File: src/rtl/fetch_unit.sv
`default_nettype none
// ============================================================================
// Module   : fetch_unit
// Brief    : Three-state instruction fetch stage (START/RUN/HALT) with
//            stall hold, branch redirect and optional halt-opcode detection
//            (enable with macro HALT_OPCODE_EN).
// Revision : 1.0 - initial release
// ============================================================================
module fetch_unit #(
    parameter int BUS_WIDTH    = 8,
    parameter int OPCODE_WIDTH = 8
) (
    input  logic                    clk,
    input  logic                    rst,
    input  logic                    stall,
    input  logic                    branch_valid,
    input  logic [BUS_WIDTH-1:0]    branch_target,
    input  logic [OPCODE_WIDTH-1:0] opcode_in,
    output logic [BUS_WIDTH-1:0]    addr_instr,
    output logic                    mem_en,
    output logic [OPCODE_WIDTH-1:0] instr_out,
    output logic [BUS_WIDTH-1:0]    instr_pc,
    output logic                    instr_valid,
    output logic                    halted
);

    typedef enum logic [1:0] {
        ST_START = 2'd0,
        ST_RUN   = 2'd1,
        ST_HALT  = 2'd2
    } state_t;

    localparam logic [BUS_WIDTH-1:0] c_pc_one = BUS_WIDTH'(1);

    state_t                  r_state,     w_state_nxt;
    logic [BUS_WIDTH-1:0]    r_pc,        w_pc_nxt;
    logic [OPCODE_WIDTH-1:0] r_instr,     w_instr_nxt;
    logic [BUS_WIDTH-1:0]    r_instr_pc,  w_instr_pc_nxt;
    logic                    r_valid,     w_valid_nxt;
    logic                    w_halt_op;

`ifdef HALT_OPCODE_EN
    assign w_halt_op = &opcode_in;
`else
    assign w_halt_op = 1'b0;
`endif

    always_ff @(posedge clk) begin
        if (rst) begin
            r_state    <= ST_START;
            r_pc       <= '0;
            r_instr    <= '0;
            r_instr_pc <= '0;
            r_valid    <= 1'b0;
        end else begin
            r_state    <= w_state_nxt;
            r_pc       <= w_pc_nxt;
            r_instr    <= w_instr_nxt;
            r_instr_pc <= w_instr_pc_nxt;
            r_valid    <= w_valid_nxt;
        end
    end

    always_comb begin
        w_state_nxt    = r_state;
        w_pc_nxt       = r_pc;
        w_instr_nxt    = r_instr;
        w_instr_pc_nxt = r_instr_pc;
        w_valid_nxt    = r_valid;
        case (r_state)
            ST_START: begin
                w_valid_nxt = 1'b0;
                w_state_nxt = ST_RUN;
            end
            ST_RUN: begin
                // Redirect wins over stall and leaves a single bubble
                if (branch_valid) begin
                    w_pc_nxt    = branch_target;
                    w_valid_nxt = 1'b0;
                end else if (!stall) begin
                    w_instr_nxt    = opcode_in;
                    w_instr_pc_nxt = r_pc;
                    w_valid_nxt    = 1'b1;
                    if (w_halt_op) begin
                        w_state_nxt = ST_HALT;
                    end else begin
                        w_pc_nxt = r_pc + c_pc_one;
                    end
                end
            end
            ST_HALT: begin
                w_valid_nxt = 1'b0;
            end
            default: begin
                w_state_nxt = ST_START;
                w_valid_nxt = 1'b0;
            end
        endcase
    end

    assign addr_instr  = r_pc;
    assign mem_en      = (r_state == ST_RUN);
    assign instr_out   = r_instr;
    assign instr_pc    = r_instr_pc;
    assign instr_valid = r_valid;

`ifdef HALT_OPCODE_EN
    assign halted = (r_state == ST_HALT);
`else
    assign halted = 1'b0;
`endif

endmodule
`default_nettype wire
File: config.mk
export PLATFORM = sky130hd
export DESIGN_NAME = fetch_unit
export DESIGN_NICKNAME = d
export VERILOG_FILES = /design/src/rtl/fetch_unit.sv
export SDC_FILE = /design/constraint.sdc
export NUM_CORES = 1
export LEC_CHECK = 0
export ABC_AREA = 1
export ABC_CLOCK_PERIOD_IN_PS = 1100
export CORE_AREA = 3 3 60 62
export DETAILED_ROUTE_END_ITERATION = 6
export DIE_AREA = 0 0 63 65
export HOLD_SLACK_MARGIN = 0.03
export PLACE_DENSITY_LB_ADDON = 0.3
export REMOVE_ABC_BUFFERS = 1
export SLEW_MARGIN = 40
export SYNTH_ARGS = -nofsm -noshare
export SYNTH_HDL_FRONTEND = slang
export SYNTH_SLANG_ARGS = --single-unit
File: constraint.sdc
create_clock -name clk -period 1.1 [get_ports clk]
set_input_delay 0.22 -clock clk [delete_from_list [all_inputs] [get_ports clk]]
set_output_delay 0.22 -clock clk [all_outputs]
set_load 0.02 [all_outputs]
**After elaboration in Yosys (flattened, before gate mapping)**

Cells that the tools add are included.

- Register bits after elaboration: 27
- Output and inout port bits: 27
- Logic and storage cells: 20

- $add $sub $neg: 1
- Equality and inequality tests: 3
- Mux-type cells: 3
- Bitwise gates (word level): 3
- Reductions and logical operators: 5

Operator list:

| cell | count |
|---|---|
| 2-to-1 mux 8 bit | 2 |
| adder 8 x 1 -> 8 bit (second input constant) | 1 |
| one-hot mux 2 bit (2 select lines) | 1 |
| NOT 1 bit | 3 |
| AND reduction 3 bit | 1 |
| OR reduction 3 bit | 1 |
| == test 2 x 1 -> 1 bit (second input constant) | 1 |
| == test 2 bit (second input constant) | 1 |
| logical NOT 2 bit | 1 |
| != test 2 x 1 -> 1 bit (second input constant) | 1 |
| AND reduction 2 bit | 1 |
| OR reduction 2 bit | 1 |

**Longest topological paths before layout**

Gate-level depths: netlist of run 1.

- Word-level depth: 3
- Mapped depth: 8
- Gate-level depth less buffers: 8

**Worst setup path before layout of run 1**

Ideal clock, no wire load.

- Path type: register -> register
- From: reg r_pc[1], in the netlist addr_instr[1]
- To: reg r_pc[6], in the netlist addr_instr[6]
- Arrival time: 1.197 ns
- Required time: 0.984 ns
- Slack: -0.213 ns
- Stages on the path, launching flop included: 9
- Buffers on the path: 0
- Clock period less this slack: 1.313 ns
- Path through: dfxtp_1 > ha_1 > nand2_1 > nor2_1 > nand2_1 > nand2_1 > nand3_1 > nand2_1 > a21oi_1

- Longest elaborated chain between the ends: 3

RTL lines:

| what | line | source |
|---|---|---|
| start: declaration | 36 | `logic [BUS_WIDTH-1:0] r_pc, w_pc_nxt;` |
| start signal: assignment | 57 | `r_pc <= w_pc_nxt;` |
| adder 8 x 1 -> 8 bit | 87 | `w_pc_nxt = r_pc + c_pc_one;` |
| 2-to-1 mux 8 bit | 80 | `end else if (!stall) begin` |
| 2-to-1 mux 8 bit | 77 | `if (branch_valid) begin` |

No other way between the ends. The select of a mux whose other input is x is not followed.
A chain may end at the register's enable or synchronous reset.

**Worst setup path after layout of run 1**

- From: reg r_pc[1], in the netlist addr_instr[1]
- To: reg r_pc[3], in the netlist addr_instr[3]

Same word-level chain as after synthesis.

==> results of run 1 <==
[repair_timing]
action,in CTS,in global routing
buffers inserted,1,0
endpoints found under the hold margin,0,0
gates resized for setup,120,52
cloned,0,2
hold buffers,0,0
endpoints found under the setup margin,36,32
pin swaps,3,10
[per-layer routing]
| layer | vias to the layer above | GRT usage (%) | part of all wire, % |
|---|---|---|---|
| met2 | 49 | 28.7 | 49 |
| li1 | 637 | - | - |
| met1 | 578 | 17.5 | 41 |
| met5 | - | 0 | 0 |
| met3 | 4 | 4.68 | 8.7 |
| met4 | 0 | 5.23 | 0.89 |
[cells by family (layout without fill, tap and decap cells)]
| group | after synthesis | count (layout) |
|---|---|---|
| flops | 26 | 26 |
| simple gates | 69 | 69 |
| other cells | 1 | 1 |
| buf+inv | 19 | 88 |
| compound gates | 38 | 38 |
| fa+ha+maj | 1 | 1 |
[worst min path at each step]
stage	cells past startpoint	slack (ns)	endpoint	from
after floorplan	1	0.29	addr_instr[5]	rst
after global placement	2	0.46	instr_pc[4]	instr_pc[4]
after detailed placement	2	0.47	instr_pc[4]	instr_pc[4]
after CTS	3	0.44	addr_instr[0]	branch_target[0]
after global routing	3	0.45	addr_instr[0]	branch_target[0]
final	3	0.44	addr_instr[0]	branch_target[0]
[cell usage in the layout, fill, tap and decap left out, drive strengths merged]
cell type      count
ha                 1
o21ai             22
inv               11
nor2              34
conb               1
clkbuf             4
dfxtp             26
a31oi              3
a21oi             12
o211ai             1
nand2             26
nand3              9
buf               54
dlygate4sd2        1
clkdlybuf4s50     18
[synthesized netlist by cell type (2+ instances only)]
library cell | n | area (sq um)
o21ai_1 | 7 | 35.0
nand3_1 | 7 | 35.0
nor2_1 | 34 | 128
buf_4 | 3 | 22.5
nand3_2 | 2 | 20.0
o21ai_0 | 14 | 70.1
a31oi_1 | 3 | 18.8
inv_2 | 2 | 7.51
a21oi_1 | 11 | 55.1
dfxtp_1 | 26 | 521
buf_6 | 2 | 22.5
inv_1 | 8 | 30.0
clkbuf_1 | 2 | 7.51
nand2_1 | 26 | 97.6
[registers in the layout, indices dropped and copies added, names as in the netlist]
register,cells
addr_instr,8
r_state,1
instr_valid,1
instr_pc,8
instr_out,8
[final cells by class]
type	count	area, sq um
fillers	297	1170
multi-input cells	109	624
repair buffers	74	618
flip-flops and latches	26	539
well taps	44	55.1
inverters	11	46.3
clock buffers	3	22.5
[metrics by stage]
stage	TNS, ns	cells	utilization (%)
3_5_place_dp	-9.29	261	58.0
6_report	-0.0362	267	61.9
4_1_cts	-0.0360	265	55.8
2_1_floorplan	-1.51	146	-
5_1_grt	-0.417	267	61.9
3_3_place_gp	-8.44	261	58.0
[tightest hold or removal path: cells and delay by family]
family	cells	cell delay, ns
buffers and inverters	1	0.39
AND/OR/NAND/NOR	1	0.06
AO/OA/AOI/OAI	1	0.06
[power breakdown]
group          leakage [uW]  total [uW]  switching (uW)  internal, uW
Sequential         0.000217        1030            34.9           994
Clock             0.0000138         396             268           128
Combinational      0.000612         531             274           256
Total              0.000843        1960             577          1380
==> reports/qor.yml, run 1 <==
p_per_area_nw_per_um2: 1030
ys_types: 21
whs_ns: 0.443
grt_pass1_wl_microns: 5230
cts_sinks: 26
crit_type: "flop to flop"
slowest_delay_ns: 0.40
max_freq_mhz: 884
clk_pin_slew_ns: 0.13
r2r_end: "addr_instr[3]"
synth.area.mux_share_pct: 0
fin_skew_ns: 0.00749
synth_edf_count: 0
grt_usage_pct: 15.8
final_area_sq_um: 1910
routed_wl_microns: 3380
netlist_area_sq_um: 1130
violations: "setup timing"
portBuffers: 45
worstPathCellList: "buf_6 -> nand3_2 -> a21oi_2 -> nand3_1 -> nand2_1 -> nor2_1"
seq_area_frac_synth_pct: 46.1
row_count: 20
async_reset_ff_share_pct: 0
areaGrowthSynthToFinish_pct: 68.7
arrival_ns: 1.35
r2r-start: "addr_instr[1]"
cp-start-kind: "flop"
rr_worst_depth: 6
firstDrtPassIters: 4
synth_top_family_by_area: "simple AND/OR/NAND/NOR gates"
vias: 1268
cts_buffer_depth: 2
cts_tree: "done"
setup_ws_ns: -0.0308
p_leak_uw: 0.000843
n_antenna_cell: 0
vias_per_cell: 4.75
gp_congestion: 0.788
wl_per_cell_microns: 12.7
timing.final.crit_share_pct: 103
synth_ff_type: "dfxtp_1"
drc: 0
place_area_sq_um: 1790
synth_xor_area_share_pct: 0
yosysWarnings: 0
ant_nets: 0
fin_nets: 246
core_area_sq_um: 3080
period_needed_ns: 1.13
synthSimpleGateAreaFrac_pct: 24.8
crit_start: "addr_instr[1]"
status: "complete, but fails checks"
synth-compound-area-share_pct: 18.7
crit_path_max_fanout: 4
cts_made_buffers: 3
synthCells: 154
die_h_microns: 65
crit_cells: 6
die_w_microns: 63
finalMaxSlewViolations: 0
cp-end-kind: "flop"
synthAdderAreaFrac_pct: 1.11
die_area_sq_um: 4100
irDropWorstVdd_uv: 531
io_pins: 47
crit_path_end: "addr_instr[3]"
path_buf_inv: 1
hold_path.class: "input port to flop"
syn_avg_cell_area_sq_um: 7.34
cts-root-buf: "clkbuf_4"
maxCapViolCount: 0
grt_setup_unrepaired: "true"
crit_required_ns: 1.32
grt_pass1_vias: 1247
grt-ovfl-total: 0
power_uw: 1960
hold_viol_final: 0
drt-initial-drc-count: 45
finalSetupViolations: 3
pre_cts_slack_ns: -0.402
cp_top_family: "flip-flops"
hpwlAfterDp_microns: 2420
slowest_stage: "dfxtp_4"
start_util_pct: 36.7
grt_max_degree: 18
reg2reg_setup_slack_ns: -0.03
ys_ff_latch: 26
grt_antenna_before_repair: 0
htreeDepth: 1
drive_gt1_share_pct: 42.6
clock_latency_ns: 0.32
Power figures use the tool's default switching activity.
==> inputs of run 2 (changes only) <==
CELL_PAD_IN_SITES_DETAIL_PLACEMENT = 0   (was not set)
CELL_PAD_IN_SITES_GLOBAL_PLACEMENT = 1   (was not set)
CORE_AREA = 3 3 70 72   (was 3 3 60 62)
DIE_AREA = 0 0 73 75   (was 0 0 63 65)
==> reports/qor.yml, run 2 (synthesized netlist as in run 1, its figures left out) <==
status: "complete, but fails checks"
violations: "setup timing"
cp_top_family: "flip-flops"
cp-start-kind: "flop"
period_needed_ns: 1.11
fin_skew_ns: 0.00509
layout_commonest_cell: "nor2_1"
cts-root-buf: "clkbuf_8"
vias_per_cell: 4.38
row_count: 24
pre_cts_slack_ns: -0.415
drive_gt1_share_pct: 41.7
comb_power_share_pct: 23.6
r2r-start: "addr_instr[0]"
hold_viol_final: 0
finalMaxSlewViolations: 0
setup_ws_ns: -0.0120
intPower_uw: 1560
maxCapViolCount: 0
crit_cells: 2
min_from: "instr_pc[4]"
drc: 0
stdcell_count: 275
p_leak_uw: 0.000841
grt_setup_unrepaired: "true"
die_w_microns: 73
start_util_pct: 25.9
grt-ovfl-total: 0
fin_nets: 245
crit_required_ns: 0.88
die_h_microns: 75
power.switching_uw: 595
drt-initial-drc-count: 8
portBuffers: 45
grt_max_degree: 15
ant_nets: 0
slowest_stage: "dfxtp_4"
path_buf_inv: 2
reg2reg_setup_slack_ns: -0.01
io_pins: 47
r2r_end: "addr_instr[6]"
clk_pin_slew_ns: 0.09
routed_wl_microns: 3200
hold_path.class: "flop to flop"
grt_antenna_before_repair: 0
cp-end-kind: "output pin"
max_freq_mhz: 899
p_per_area_nw_per_um2: 1140
worstPathCellList: "buf_4 -> buf_6"
slowest_delay_ns: 0.37
cts_tree: "done"
n_antenna_cell: 0
hpwlAfterDp_microns: 2390
cts_sinks: 26
crit_path_max_fanout: 3
wl_per_cell_microns: 11.6
htreeDepth: 1
multiInputGateArea_sq_um: 604
p_seq_share_pct: 47.7
place_inst: 267
num-fill-cells: 437
gp_congestion: 0.773
arrival_ns: 0.89
clock_latency_ns: 0.27
areaGrowthSynthToFinish_pct: 67.9
hold_path_end: "instr_pc[4]"
grt_pass1_vias: 1153
firstDrtPassIters: 4
irDropWorstVdd_uv: 451
die_area_sq_um: 5480
cts_made_buffers: 3
timing.final.crit_share_pct: 101
hold_depth: 2
cts_buffer_depth: 2
rr_worst_depth: 8
regArea_sq_um: 536
clkPwrFrac_pct: 28.7
crit_type: "flop to output pin"
core_area_sq_um: 4350
grt_usage_pct: 12.1
vias: 1204
sw_frac_of_total_pct: 27.5
ctsHoldBuffers: 0
final_cell_mix: "nor2_1 (27), buf_2 (24), nand2_1 (23)"
grt_pass1_wl_microns: 5220
finalSetupViolations: 3
-- run 2: cell count changes in the layout (fill, tap and decap cells not counted), moves of 3 or more --
| cell | delta |
|---|---|
| buf_2 | +5 |
| buf_4 | -5 |
| clkbuf_8 | +4 |
| o21ai_1 | -4 |
| clkbuf_4 | -3 |
| nor2_2 | +3 |
| o21ai_0 | +3 |
-- run 2: layout make-up --
| class | count | share of cell area (%) |
|---|---|---|
| Multi-Input combinational cell | 109 | 31.9 |
| Sequential cell | 26 | 28.2 |
| Timing Repair Buffer | 73 | 31.0 |
| Tap cell | 52 | 3.43 |
| Clock buffer | 4 | 2.90 |
| Inverter | 11 | 2.57 |
-- run 2: layer usage --
| metal | vias to the layer above | global-route usage, % | share of wire [%] |
|---|---|---|---|
| met5 | - | 0 | 0 |
| met3 | 5 | 3.20 | 7.5 |
| met1 | 525 | 14.9 | 45 |
| met2 | 39 | 20.8 | 46 |
| li1 | 635 | - | - |
| met4 | 0 | 3.69 | 1.1 |
-- run 2: power groups by stage --
stage	sequential (uW)	combinational [uW]	clock, uW
after floorplan	1110	138	0
after global placement	1040	494	0
after detailed placement	1050	497	0
after CTS	1020	483	656
after global routing	1040	556	688
final	1030	509	620
-- run 2: tightest hold or removal path, cell delays in order, from the launching register on --
cell,delay [ns]
dfxtp_1,0.33
nor2_1,0.05
nor2_1,0.08
-- run 2: stage by stage --
stage	utilization (%)	hold slack, ns	power [uW]	area (sq um)	setup TNS (ns)
after floorplan	-	0.289	1250	1070	-1.51
after global placement	41.2	0.466	1540	1790	-9.26
after detailed placement	41.2	0.476	1540	1790	-10.06
after CTS	41.6	0.495	2160	1810	-0.00569
after global routing	43.6	0.513	2280	1900	-0.324
final	43.6	0.487	2160	1900	-0.0308
-- run 2: how the worst max path moves through the flow --
stage / startpoint / endpoint / slack (ns)
CTS: addr_instr[0] / addr_instr[6] / -0.004
floorplan: addr_instr[1] / addr_instr[6] / -0.21
global route: addr_instr[0] / addr_instr[6] / -0.07
finish: addr_instr[1] / addr_instr[1] / -0.01
global placement: branch_valid / instr_pc[0] / -0.36
detailed placement: branch_valid / instr_out[2] / -0.41
-- run 2: what timing repair did --
action / CTS / global route
buffers inserted: 3 / 1
endpoints found under the hold margin: 0 / 0
pin swaps: 4 / 8
endpoints found under the setup margin: 49 / 28
gates resized for setup: 119 / 39
==> inputs of run 3 (changes only) <==
CORE_AREA = 3 3 69 71   (was 3 3 70 72)
CTS_BUF_LIST = sky130_fd_sc_hd__clkbuf_2 sky130_fd_sc_hd__clkbuf_4 sky130_fd_sc_hd__clkbuf_8   (was not set)
DIE_AREA = 0 0 72 74   (was 0 0 73 75)
==> reports/qor.yml, run 3 (synthesized netlist as in run 1, its figures left out) <==
layout_commonest_cell: "nor2_1"
grt_usage_pct: 12.2
r2r_end: "addr_instr[5]"
grt_use_met2_pct: 19.3
areaGrowthSynthToFinish_pct: 65.4
crit_path_max_fanout: 3
cts_buffer_depth: 2
cp_top_family: "flip-flops"
slowest_delay_ns: 0.37
grtUsageMet1_pct: 16.5
vias_per_cell: 4.42
hold_depth: 5
finalMaxSlewViolations: 0
timing.final.crit_share_pct: 101
path_buf_inv: 2
row_count: 24
setup_ws_ns: -0.00740
clk_pin_slew_ns: 0.09
hold_path.class: "input port to flop"
arrival_ns: 0.89
grt_pass1_vias: 1160
use_met3_pct: 2.57
hpwlAfterDp_microns: 2260
cp-end-kind: "output pin"
max_freq_mhz: 903
drive_gt1_share_pct: 39.4
num-fill-cells: 439
grt-ovfl-total: 0
worstPathCellList: "buf_4 -> buf_6"
final_area_sq_um: 1870
wl_per_cell_microns: 11.5
hold_path_end: "instr_pc[6]"
crit_type: "flop to output pin"
cts_sinks: 26
fin_skew_ns: 0.00889
die_h_microns: 74
drt-initial-drc-count: 35
irDropWorstVdd_uv: 421
p_leak_uw: 0.000831
r2r-start: "addr_instr[0]"
io_pins: 47
p_per_area_nw_per_um2: 1150
gp_congestion: 0.800
cts_made_buffers: 3
firstDrtPassIters: 4
portBuffers: 45
rr_worst_depth: 7
grt_pass1_wl_microns: 5190
min_from: "stall"
vias: 1206
start_util_pct: 26.3
crit_required_ns: 0.88
core_area_sq_um: 4290
hold_viol_final: 0
multiInputGateArea_sq_um: 596
slowest_stage: "dfxtp_4"
drc: 0
finalSetupViolations: 2
period_needed_ns: 1.11
reg2reg_setup_slack_ns: 0.01
cp-start-kind: "flop"
routed_wl_microns: 3140
clock_latency_ns: 0.27
status: "complete, but fails checks"
busiest_layer: "met2"
ant_nets: 0
maxCapViolCount: 0
cts-root-buf: "clkbuf_8"
grt_setup_unrepaired: "true"
htreeDepth: 1
power_uw: 2150
regArea_sq_um: 534
ctsHoldBuffers: 0
violations: "setup timing"
grt_max_degree: 23
n_antenna_cell: 0
die_area_sq_um: 5330
final_cell_mix: "nor2_1 (31), buf_2 (23), nand2_1 (22)"
die_w_microns: 72
fin_nets: 243
place_area_sq_um: 1770
grt_antenna_before_repair: 0
cts_tree: "done"
==> run 3: cell count changes in the layout (fill, tap and decap cells not counted), sizes merged <==
| cell | delta |
|---|---|
| buf | -3 |
| clkdlybuf4s15 | +2 |
| dlygate4sd2 | -2 |
| clkinv | -1 |
| dlymetal6s2s | +1 |
| inv | +1 |
==> run 3: layout make-up <==
cell class / count / share of cell area [%]
inverters: 11 / 2.74
well taps: 52 / 3.48
repair buffers: 71 / 30.4
flip-flops and latches: 26 / 28.6
clock buffers: 4 / 2.95
multi-input cells: 109 / 31.9
==> run 3: report_power, final <==
group	leakage, uW	switching, uW	internal, uW
Sequential	0.000216	31.5	994
Clock	0.0000288	296	320
Combinational	0.000585	261	244
==> run 3: repair_timing <==
item	in CTS	in global routing
hold endpoints to repair	0	0
setup buffers	1	2
setup endpoints to repair	50	36
pin swaps	3	10
resized for setup	109	51
==> run 3: metrics by stage <==
step | utilization [%] | instances | TNS [ns] | setup WS, ns | hold WS [ns]
finish | 43.5 | 273 | -0.0147 | -0.00740 | 0.444
global route | 43.5 | 273 | -0.372 | -0.0714 | 0.482
CTS | 42.3 | 271 | -0.0105 | -0.0105 | 0.494
detailed placement | 41.3 | 266 | -10.36 | -0.434 | 0.478
global placement | 41.3 | 266 | -9.18 | -0.391 | 0.467
floorplan | - | 146 | -1.51 | -0.214 | 0.289
==> run 3: routing by layer <==
metal / wire length, microns / share of wire (%)
met3: 201 / 6.4
met2: 1370 / 44
met1: 1530 / 49
met4: 42 / 1.3
met5: 0 / 0
==> run 3: worst max-delay path by stage <==
stage                     slack, ns             to     startpoint  depth (start not counted)
after detailed placement      -0.43  addr_instr[7]   branch_valid                          7
after CTS                     -0.01  addr_instr[6]  addr_instr[1]                          8
after floorplan               -0.21  addr_instr[6]  addr_instr[1]                          8
after global routing          -0.07  addr_instr[6]  addr_instr[0]                          8
after global placement        -0.39  addr_instr[5]   branch_valid                          6
final                        -0.007  addr_instr[0]  addr_instr[0]                          2
==> run 3: worst register-to-register path, stage by stage (launching register included) <==
cell and delay [ns]:
dfxtp_4 0.37, buf_4 0.12, nand3_2 0.10, nor2_1 0.10
nand2_1 0.05, nand3_1 0.08, nand2_1 0.07, a21oi_2 0.14
